## config.mk

```make
export PLATFORM = sky130hd
export DESIGN_NAME = imm_ext_pipe
export DESIGN_NICKNAME = d
export VERILOG_FILES = /design/src/rtl/imm_ext_pipe.sv
export SDC_FILE = /design/constraint.sdc
export NUM_CORES = 1
export LEC_CHECK = 0
export ABC_AREA = 1
export BUFFER_PORTS_ARGS = -buffer_cell sky130_fd_sc_hd__buf_4
export CAP_MARGIN = 40
export CORE_MARGIN = 8
export CORE_UTILIZATION = 45
export DETAILED_ROUTE_END_ITERATION = 10
export PLACE_DENSITY = 0.67
export SYNTH_ARGS = -nofsm -noshare
export SYNTH_HDL_FRONTEND = slang
export SYNTH_SLANG_ARGS = --single-unit
```

## constraint.sdc

```tcl
create_clock -name clk -period 3.1 [get_ports clk]
set_clock_uncertainty 0.15 [all_clocks]
set_input_delay 0.31 -clock clk [delete_from_list [all_inputs] [get_ports clk]]
set_output_delay 0.31 -clock clk [all_outputs]
set_load 0.03 [all_outputs]
```

## src/rtl/imm_ext_pipe.sv

```systemverilog
`default_nettype none
// ============================================================================
// Module      : imm_ext_pipe
// Description : Immediate-extension unit with a two-entry output pipeline.
//               A raw IMM_W-bit immediate is zero/sign/ones-extended, placed
//               as an upper load, or turned into a word-aligned branch offset,
//               according to extop. Results leave through a main output
//               register backed by a skid register, so the unit can take one
//               request per cycle and absorb one cycle of consumer stall.
//               Illegal extops produce a zero result flagged with out_err
//               and are counted in a saturating counter.
// Ports       : clk        - single rising-edge clock
//               rst_n      - asynchronous active-low reset
//               flush      - synchronous flush of both entries and the input
//               in_valid   - request valid
//               in_ready   - registered; low only while the skid entry is full
//               imm        - raw immediate, IMM_W bits
//               extop      - extension mode (3 bits)
//               out_valid  - result valid (from main register)
//               out_ready  - consumer accepts result
//               out_data   - extended result, DATA_W bits
//               out_err    - result came from an illegal extop
//               err_cnt    - saturating count of accepted illegal extops
// Revision    : 1.0 - initial release
// ============================================================================
module imm_ext_pipe #(
    parameter int IMM_W  = 16,   // must satisfy 2 <= IMM_W < DATA_W
    parameter int DATA_W = 32,
    parameter int CNT_W  = 8
) (
    input  logic              clk,
    input  logic              rst_n,
    input  logic              flush,
    input  logic              in_valid,
    output logic              in_ready,
    input  logic [IMM_W-1:0]  imm,
    input  logic [2:0]        extop,
    output logic              out_valid,
    input  logic              out_ready,
    output logic [DATA_W-1:0] out_data,
    output logic              out_err,
    output logic [CNT_W-1:0]  err_cnt
);

    localparam int         c_PAD       = DATA_W - IMM_W;
    localparam logic [2:0] c_OP_ZERO   = 3'b000;
    localparam logic [2:0] c_OP_SIGN   = 3'b001;
    localparam logic [2:0] c_OP_UPPER  = 3'b010;
    localparam logic [2:0] c_OP_BRANCH = 3'b011;
    localparam logic [2:0] c_OP_ONES   = 3'b100;

    // Main (output) entry
    logic              r_main_valid;
    logic [DATA_W-1:0] r_main_data;
    logic              r_main_err;
    // Skid entry
    logic              r_skid_valid;
    logic [DATA_W-1:0] r_skid_data;
    logic              r_skid_err;

    logic              r_in_ready;
    logic [CNT_W-1:0]  r_err_cnt;

    logic [DATA_W-1:0] w_sext;
    logic [DATA_W-1:0] w_ext;
    logic              w_illegal;
    logic              w_accept;
    logic              w_main_free;

    // ------------------------------------------------------------------
    // Extension datapath
    // ------------------------------------------------------------------
    always_comb begin
        w_sext    = {{c_PAD{imm[IMM_W-1]}}, imm};
        w_ext     = '0;
        w_illegal = 1'b0;
        case (extop)
            c_OP_ZERO:   w_ext = {{c_PAD{1'b0}}, imm};
            c_OP_SIGN:   w_ext = w_sext;
            c_OP_UPPER:  w_ext = {imm, {c_PAD{1'b0}}};
            c_OP_BRANCH: w_ext = {w_sext[DATA_W-3:0], 2'b00};
            c_OP_ONES:   w_ext = {{c_PAD{1'b1}}, imm};
            default: begin
                w_ext     = '0;
                w_illegal = 1'b1;
            end
        endcase
    end

    // in_ready mirrors !skid_valid, so an accepted request never meets a
    // full skid entry.
    assign w_accept    = in_valid & r_in_ready & ~flush;
    // Main can take new data if it is empty or is being drained this edge.
    assign w_main_free = ~r_main_valid | out_ready;

    // ------------------------------------------------------------------
    // Pipeline registers and error counter
    // ------------------------------------------------------------------
    always_ff @(posedge clk or negedge rst_n) begin
        if (!rst_n) begin
            r_main_valid <= 1'b0;
            r_main_data  <= '0;
            r_main_err   <= 1'b0;
            r_skid_valid <= 1'b0;
            r_skid_data  <= '0;
            r_skid_err   <= 1'b0;
            r_in_ready   <= 1'b1;
            r_err_cnt    <= '0;
        end else if (flush) begin
            // Both entries and any concurrent request are dropped; the
            // counter keeps its value.
            r_main_valid <= 1'b0;
            r_skid_valid <= 1'b0;
            r_in_ready   <= 1'b1;
        end else begin
            if (w_main_free) begin
                if (r_skid_valid) begin
                    // Older skid entry goes first to keep acceptance order.
                    r_main_valid <= 1'b1;
                    r_main_data  <= r_skid_data;
                    r_main_err   <= r_skid_err;
                    r_skid_valid <= 1'b0;
                    r_in_ready   <= 1'b1;
                end else if (w_accept) begin
                    r_main_valid <= 1'b1;
                    r_main_data  <= w_ext;
                    r_main_err   <= w_illegal;
                end else begin
                    r_main_valid <= 1'b0;
                end
            end else if (w_accept) begin
                // Main is stalled with data: park the result in the skid.
                r_skid_valid <= 1'b1;
                r_skid_data  <= w_ext;
                r_skid_err   <= w_illegal;
                r_in_ready   <= 1'b0;
            end

            if (w_accept && w_illegal && (r_err_cnt != {CNT_W{1'b1}})) begin
                r_err_cnt <= r_err_cnt + 1'b1;
            end
        end
    end

    assign in_ready  = r_in_ready;
    assign out_valid = r_main_valid;
    assign out_data  = r_main_data;
    assign out_err   = r_main_err;
    assign err_cnt   = r_err_cnt;

endmodule
`default_nettype wire

```

==> results of run 1 <==
## worst max-delay path: cells and delay by family (launching register included)
family,cells,cell delay (ns)
buf+inv,3,0.84
flops,1,0.55
compound gates,1,0.20
simple gates,3,0.25
## registers in the layout, summed over array words and instances, names as in the netlist
name	count
r_skid_data	32
err_cnt	8
r_skid_err	1
r_skid_valid	1
out_data	32
out_valid	1
in_ready	1
out_err	1
## logic make-up after synthesis
group	count (synthesis)
flops	77
xor+xnor	6
simple gates	255
buf+inv	47
compound gates	79
fa+ha+maj	1
## area by class of cell
cell class / count / area share [%]
multi-input combinational: 341 / 34.69
clock inverter: 4 / 1.000
clock buffer: 12 / 3.667
tap: 105 / 2.917
inverter: 25 / 2.083
sequential: 77 / 42.81
timing repair buffer: 75 / 12.83
## per-layer routing
layer	global-route usage (%)	wire (um)	vias to the layer above	part of all wire [%]
li1	-	-	1635	-
met1	23.43	4413	1572	46
met2	27.93	4491	101	47
met3	3.630	597	10	6.2
met4	6.231	129	0	1.3
met5	0	0	-	0
## power by group through the flow
stage | Combinational [mW] | Sequential (mW) | Clock (mW)
after global placement | 0.785 | 1.36 | 0
after global routing | 0.885 | 1.37 | 0.861
final | 0.801 | 1.35 | 0.804
after CTS | 0.812 | 1.35 | 0.815
after floorplan | 0.294 | 1.55 | 0
after detailed placement | 0.808 | 1.37 | 0
## worst max path at each step
stage | start | end | cells after the start | slack (ns)
after global placement | extop[1] | r_skid_data[29]$_DFFE_PN0P_ | 8 | 1.01
final | in_ready$_DFFE_PN1P_ | r_skid_data[16]$_DFFE_PN0P_ | 7 | 1.02
after detailed placement | extop[1] | r_skid_data[29]$_DFFE_PN0P_ | 8 | 0.97
after floorplan | in_ready$_DFFE_PN1P_ | out_data[23]$_DFFE_PN0P_ | 7 | 1.41
after global routing | in_ready$_DFFE_PN1P_ | r_skid_data[20]$_DFFE_PN0P_ | 7 | 0.83
after CTS | in_ready$_DFFE_PN1P_ | r_skid_data[20]$_DFFE_PN0P_ | 7 | 1.02
## layout by cell type, fill, tap and decap left out
cell type      instances
a21oi_1                4
a31oi_1               13
buf_12                 1
buf_4                 73
bufinv_16              1
clkbuf_8              12
clkinv_2               3
dfrtp_1               76
dfstp_2                1
dlygate4sd3_1          1
ha_1                   1
inv_1                 23
inv_2                  2
nand2_1              170
nand3_1               26
nand3_2                1
nand4_1                2
nor2_1                38
nor2_2                 2
nor3_1                 7
nor3_4                 1
o211ai_1              10
o21ai_0               46
o21ai_1                1
o21bai_1               1
o22ai_1                3
o31ai_2                1
or2_2                  8
xnor2_1                2
xor2_1                 4
## timing repair
action / in CTS / in global routing
resized for setup: 0 / 0
buffers inserted: 0 / 0
endpoints found under the setup margin: 0 / 0
endpoints found under the hold margin: 38 / 0
hold buffers: 1 / 0
## stage by stage
step	worst slack (ns)	hold WS (ns)	cells	area [um2]
global placement	1.009	0.3072	621	4264
floorplan	1.412	-0.1356	465	3684
finish	1.025	0.009909	639	4504
detailed placement	0.9701	0.1714	622	4284
CTS	1.024	0.003530	639	4504
global route	0.8286	0.008232	639	4504
==> impl_metrics.json, run 1 <==
{
  "outcome": "complete, no violations",
  "synth_top_family_by_area": "simple AND/OR/NAND/NOR gates",
  "seq_power_share_pct": 45.7,
  "h-tree-depth": 3,
  "r2r_slack_ns": 1.02,
  "synth_flop_cell": "dfrtp_1",
  "drc_errors": 0,
  "avgSynthCellArea_um2": 7.922,
  "synth_area_mm2": 0.003684,
  "syn_to_final_growth_pct": 22.28,
  "synth.most_common_cell": "nand2_1",
  "cts_buffers": 9,
  "r2r_cells": 7,
  "first_iter_violations": 222,
  "arrival_ns": 2.21,
  "p_per_area_mw_per_mm2": 655.7,
  "synthTopCellsByCount": "170 x nand2_1, 76 x dfrtp_1, 46 x o21ai_0, 38 x nor2_1, 26 x nand3_1",
  "cts_sinks": 77,
  "relSlewSlack_pct": 43.48,
  "ys_warn_count": 0,
  "antenna_found_initial": 0,
  "fmax_mhz": 481.8,
  "insertion_delay_ns": 0.35,
  "synthAdderAreaFrac_pct": 0.3397,
  "setup.worst_path.start_class": "flop",
  "synth_edf_count": 0,
  "synthXorXnorAreaFrac_pct": 1.427,
  "boundaryPins": 67,
  "leakagePower_nw": 2.398,
  "ant_nets": 0,
  "cts_tree": "built",
  "yosys.area_share.simple_pct": 28.43,
  "period_share_pct": 66.95,
  "grt_usage_pct": 17.63,
  "die_x_um": 106.5,
  "netSwitchingFraction_pct": 34.02,
  "hold_viol": 0,
  "worst_path_most_repeated_cell": "nand2_1",
  "max_stage_delay_ns": 0.55,
  "fin_setup_tns_ns": 0,
  "fin_nets": 554,
  "dp_hpwl_um": 6722,
  "firstDrtPassIters": 4,
  "netlist.area_leader.share_pct": 51.63,
  "crit_path_max_fanout": 44,
  "synth_top_cell_by_area": "dfrtp_1",
  "min_to": "out_valid$_DFFE_PN0N_",
  "die_area_mm2": 0.01134,
  "worstPathCellList": "nand2_1 > inv_1 > nand3_1 > buf_4 > inv_2 > o21ai_0 > nand2_1",
  "synthCells": 465,
  "core_area_mm2": 0.008093,
  "min_period_ns": 2.075,
  "seq_area_mm2": 0.001928,
  "globalRouteOverflowTotal": 0,
  "report.final.slew_viol_count": 0,
  "pwr-share-comb_pct": 27.1,
  "totalWireLength_um": 9631,
  "muxShareOfSynthArea_pct": 0,
  "io_buffers": 66,
  "final_util_pct": 55.66,
  "max-vdd-ir-drop_mv": 0.3298,
  "cts-root-buf": "clkbuf_8",
  "total_power_mw": 2.953,
  "drive_gt1_share_pct": 19.85,
  "internal_power_mw": 1.949,
  "finalSetupViolations": 0,
  "initial_core_util_pct": 45.52,
  "gp_routability_congestion": 0.8199,
  "clk_path_buf_depth": 2,
  "placementRows": 33,
  "synth_compound_area_share_pct": 12.23,
  "clockPowerShare_pct": 27.2,
  "hold_path_depth": 2,
  "viasPerCell": 5.192,
  "grt_pass1_wl_um": 16290,
  "synth_area_leaders": "dfrtp_1 52%, nand2_1 17%, o21ai_0 6.3%",
  "first_global_vias": 3236,
  "diodes": 0,
  "grt_max_degree": 49,
  "fp.dieH_um": 106.5,
  "synth_cell_types": 27,
  "vias": 3318,
  "worstSetupPathType": "reg2reg",
  "async_flop_share_pct": 100.0,
  "min_from": "flush",
  "power.switching_mw": 1.005,
  "worstReg2RegEnd": "r_skid_data[16]$_DFFE_PN0P_",
  "required_ns": 3.23,
  "wl_per_cell_um": 15.07,
  "multi_input_area_mm2": 0.001563,
  "n_fill_cell": 758,
  "clkTransAtPathRegs_ns": 0.08,
  "hold_path_class": "in2reg",
  "yosysSeqAreaShare_pct": 52.34,
  "critPathCaptureType": "flop",
  "ys_ff_latch": 77,
  "r2r_start": "in_ready$_DFFE_PN1P_",
  "cap_violations": 0,
  "tightest_slew_ns": 0.8421,
  "synth_nets": 490,
  "critical-path-slowest-cell": "dfstp_2",
  "grt_setup_unrepaired": "no"
}
(Power assumes the default switching activity.)
==> run 2: changes to the inputs <==
Settings changed: ABC_AREA 1 to 0, PLACE_DENSITY 0.67 to 0.69.
Clock period 3.1 ns to 1.9 ns, I/O delays scaled along.
==> run 2 against run 1 <==
Synthesized cell count is 20% lower. Critical path depth is 2 lower. Count of clock-buffer cells in the layout is 2 lower. Routed wire length decreased by 2.9%. Setup slack worse by 1.0 ns. Cell count shrank 14%. Sequential share of layout area decreased by 0.099 points. Flip-flop and latch count unchanged.
==> impl_metrics.json, run 2 <==
{
  "synth_area_leaders": "dfrtp_1 53%, nand2_1 7.8%, o211ai_1 6.5%",
  "die_x_um": 105.5,
  "min_period_ns": 1.877,
  "antenna_found_initial": 0,
  "initial_core_util_pct": 46.66,
  "h-tree-depth": 3,
  "synth_top_cell_by_area": "dfrtp_1",
  "synth_edf_count": 0,
  "hold_path_class": "in2reg",
  "totalWireLength_um": 9347,
  "first_global_vias": 3047,
  "period_share_pct": 98.79,
  "ctsResizeCount": 0,
  "arrival_ns": 1.98,
  "finalSetupViolations": 0,
  "vias": 3071,
  "synthCells": 374,
  "worstSetupPathType": "reg2reg",
  "crit_path_max_fanout": 5,
  "gp_routability_congestion": 0.8655,
  "outcome": "complete, no violations",
  "avgSynthCellArea_um2": 9.642,
  "fin_nets": 467,
  "fin_setup_tns_ns": 0,
  "fmax_mhz": 532.8,
  "required_ns": 2.00,
  "finalWorstSetupSlack_ns": 0.02303,
  "final_util_pct": 58.50,
  "tightest_slew_ns": 0.8788,
  "synth_cell_types": 34,
  "synth_area_mm2": 0.003606,
  "die_area_mm2": 0.01113,
  "synthTopCellsByCount": "76 x dfrtp_1, 75 x nand2_1, 35 x o21ai_0, 31 x o211ai_1, 30 x nand3_1",
  "grt_usage_pct": 17.26,
  "globalRouteOverflowTotal": 0,
  "ant_nets": 0,
  "viasPerCell": 5.594,
  "insertion_delay_ns": 0.35,
  "fp.dieH_um": 105.5,
  "cts_tree": "built",
  "drive_gt1_share_pct": 25.06,
  "max-vdd-ir-drop_mv": 0.5082,
  "dp_hpwl_um": 6506,
  "relSlewSlack_pct": 41.19,
  "grt_setup_unrepaired": "yes",
  "cap_violations": 0,
  "synth_flop_cell": "dfrtp_1",
  "total_power_mw": 4.671,
  "synth.most_common_cell": "dfrtp_1",
  "grt_pass1_wl_um": 15570,
  "core_area_mm2": 0.007727,
  "critPathCaptureType": "flop",
  "p_per_area_mw_per_mm2": 1033,
  "final_common_cell": "buf_4",
  "cts_sinks": 77,
  "clkTransAtPathRegs_ns": 0.08,
  "clk_path_buf_depth": 2,
  "wl_per_cell_um": 17.03,
  "ys_warn_count": 0,
  "drc_errors": 0,
  "leakagePower_nw": 2.002,
  "dpl_worst_slack_ns": 0.001258,
  "diodes": 0,
  "cts-root-buf": "clkbuf_8",
  "hold_viol": 0,
  "first_iter_violations": 210,
  "setup.worst_path.start_class": "flop",
  "layout_common_cells": "81 x buf_4, 75 x nand2_1, 74 x dfrtp_1",
  "boundaryPins": 67,
  "async_flop_share_pct": 100.0,
  "synth_nets": 399,
  "yosysSeqAreaShare_pct": 53.47,
  "grt_max_degree": 66,
  "syn_to_final_growth_pct": 25.36,
  "netlist.area_leader.share_pct": 52.74,
  "firstDrtPassIters": 4,
  "placementRows": 32,
  "report.final.slew_viol_count": 0,
  "ys_ff_latch": 77,
  "io_buffers": 66,
  "cts_buffers": 9
}
-- run 2: cell count changes in the layout (fill, tap and decap cells not counted), moves of 8 or more --
cell      change
o21ai_0      -11
a311oi_1     +14
o211ai_1     +21
nor2_1       -30
nand2_1      -95
or2_2         -8
buf_4         +8
o21a_1       +16
inv_1        -21
-- run 2: logic make-up after synthesis --
kind of cell | Yosys count | share of synthesized area [%]
mux | 5 | 1.492
flops | 77 | 53.47
simple gates | 134 | 16.90
buf+inv | 34 | 4.233
xor+xnor | 4 | 0.9717
compound gates | 119 | 22.59
fa+ha+maj | 1 | 0.3469
-- run 2: timing repair --
| item | in CTS | in global routing |
|---|---|---|
| hold buffers | 4 | 0 |
| pin swaps | 1 | 2 |
| cloned | 0 | 0 |
| setup endpoints to repair | 2 | 2 |
| endpoints found under the hold margin | 41 | 0 |
| setup buffers | 0 | 1 |
-- run 2: layout make-up --
| type | count | area (um2) |
|---|---|---|
| Fill cell | 713 | 3207 |
| Timing Repair Buffer | 89 | 728.2 |
| Sequential cell | 77 | 1931 |
| Inverter | 2 | 7.507 |
| Tap cell | 102 | 127.6 |
| Clock buffer | 10 | 127.6 |
| Clock inverter | 6 | 55.05 |
| Multi-Input combinational cell | 263 | 1544 |
-- run 2: final timing paths --
check / from / end / slack (ns) / depth (start not counted)
max in group asynchronous: rst_n / out_data[15]$_DFFE_PN0P_ / 0.85 / 3
setup / recovery: err_cnt[0]$_DFFE_PN0P_ / err_cnt[1]$_DFFE_PN0P_ / 0.02 / 5
setup reg to reg: err_cnt[0]$_DFFE_PN0P_ / err_cnt[1]$_DFFE_PN0P_ / 0.02 / 5
min in group asynchronous: rst_n / err_cnt[3]$_DFFE_PN0P_ / 0.16 / 2
hold reg to reg: out_data[31]$_DFFE_PN0P_ / out_data[31]$_DFFE_PN0P_ / 0.32 / 2
hold / removal: in_valid / in_ready$_DFFE_PN1P_ / 0.02 / 4
-- run 2: metrics by stage --
step	cells	hold slack, ns	area, um2
after global placement	527	0.003812	4283
after global routing	549	0.05335	4521
after floorplan	374	-0.2556	3627
final	549	0.02397	4521
after detailed placement	528	0.003450	4290
after CTS	548	0.01711	4513
-- run 2: layer usage --
| metal | global-route usage, % | vias to the layer above | part of all wire [%] |
|---|---|---|---|
| met3 | 6.029 | 9 | 6.7 |
| met5 | 0 | - | 0 |
| met2 | 26.03 | 85 | 46 |
| met1 | 22.50 | 1486 | 46 |
| met4 | 6.231 | 0 | 1.3 |
| li1 | - | 1491 | - |
-- run 2: report_power, final --
group	total (mW)	internal [mW]	leakage, nW	switching (mW)
clock	1.19	0.596	0.0996	0.596
sequential	2.13	1.95	0.993	0.186
combinational	1.34	0.542	0.909	0.803
total	4.67	3.09	2.00	1.59
-- run 2: worst max-delay path, stage by stage, from the launching register on --
cell	delay [ns]
dfrtp_2	0.43
ha_4	0.17
and4_4	0.20
a2111oi_4	0.32
buf_4	0.19
mux2_4	0.30
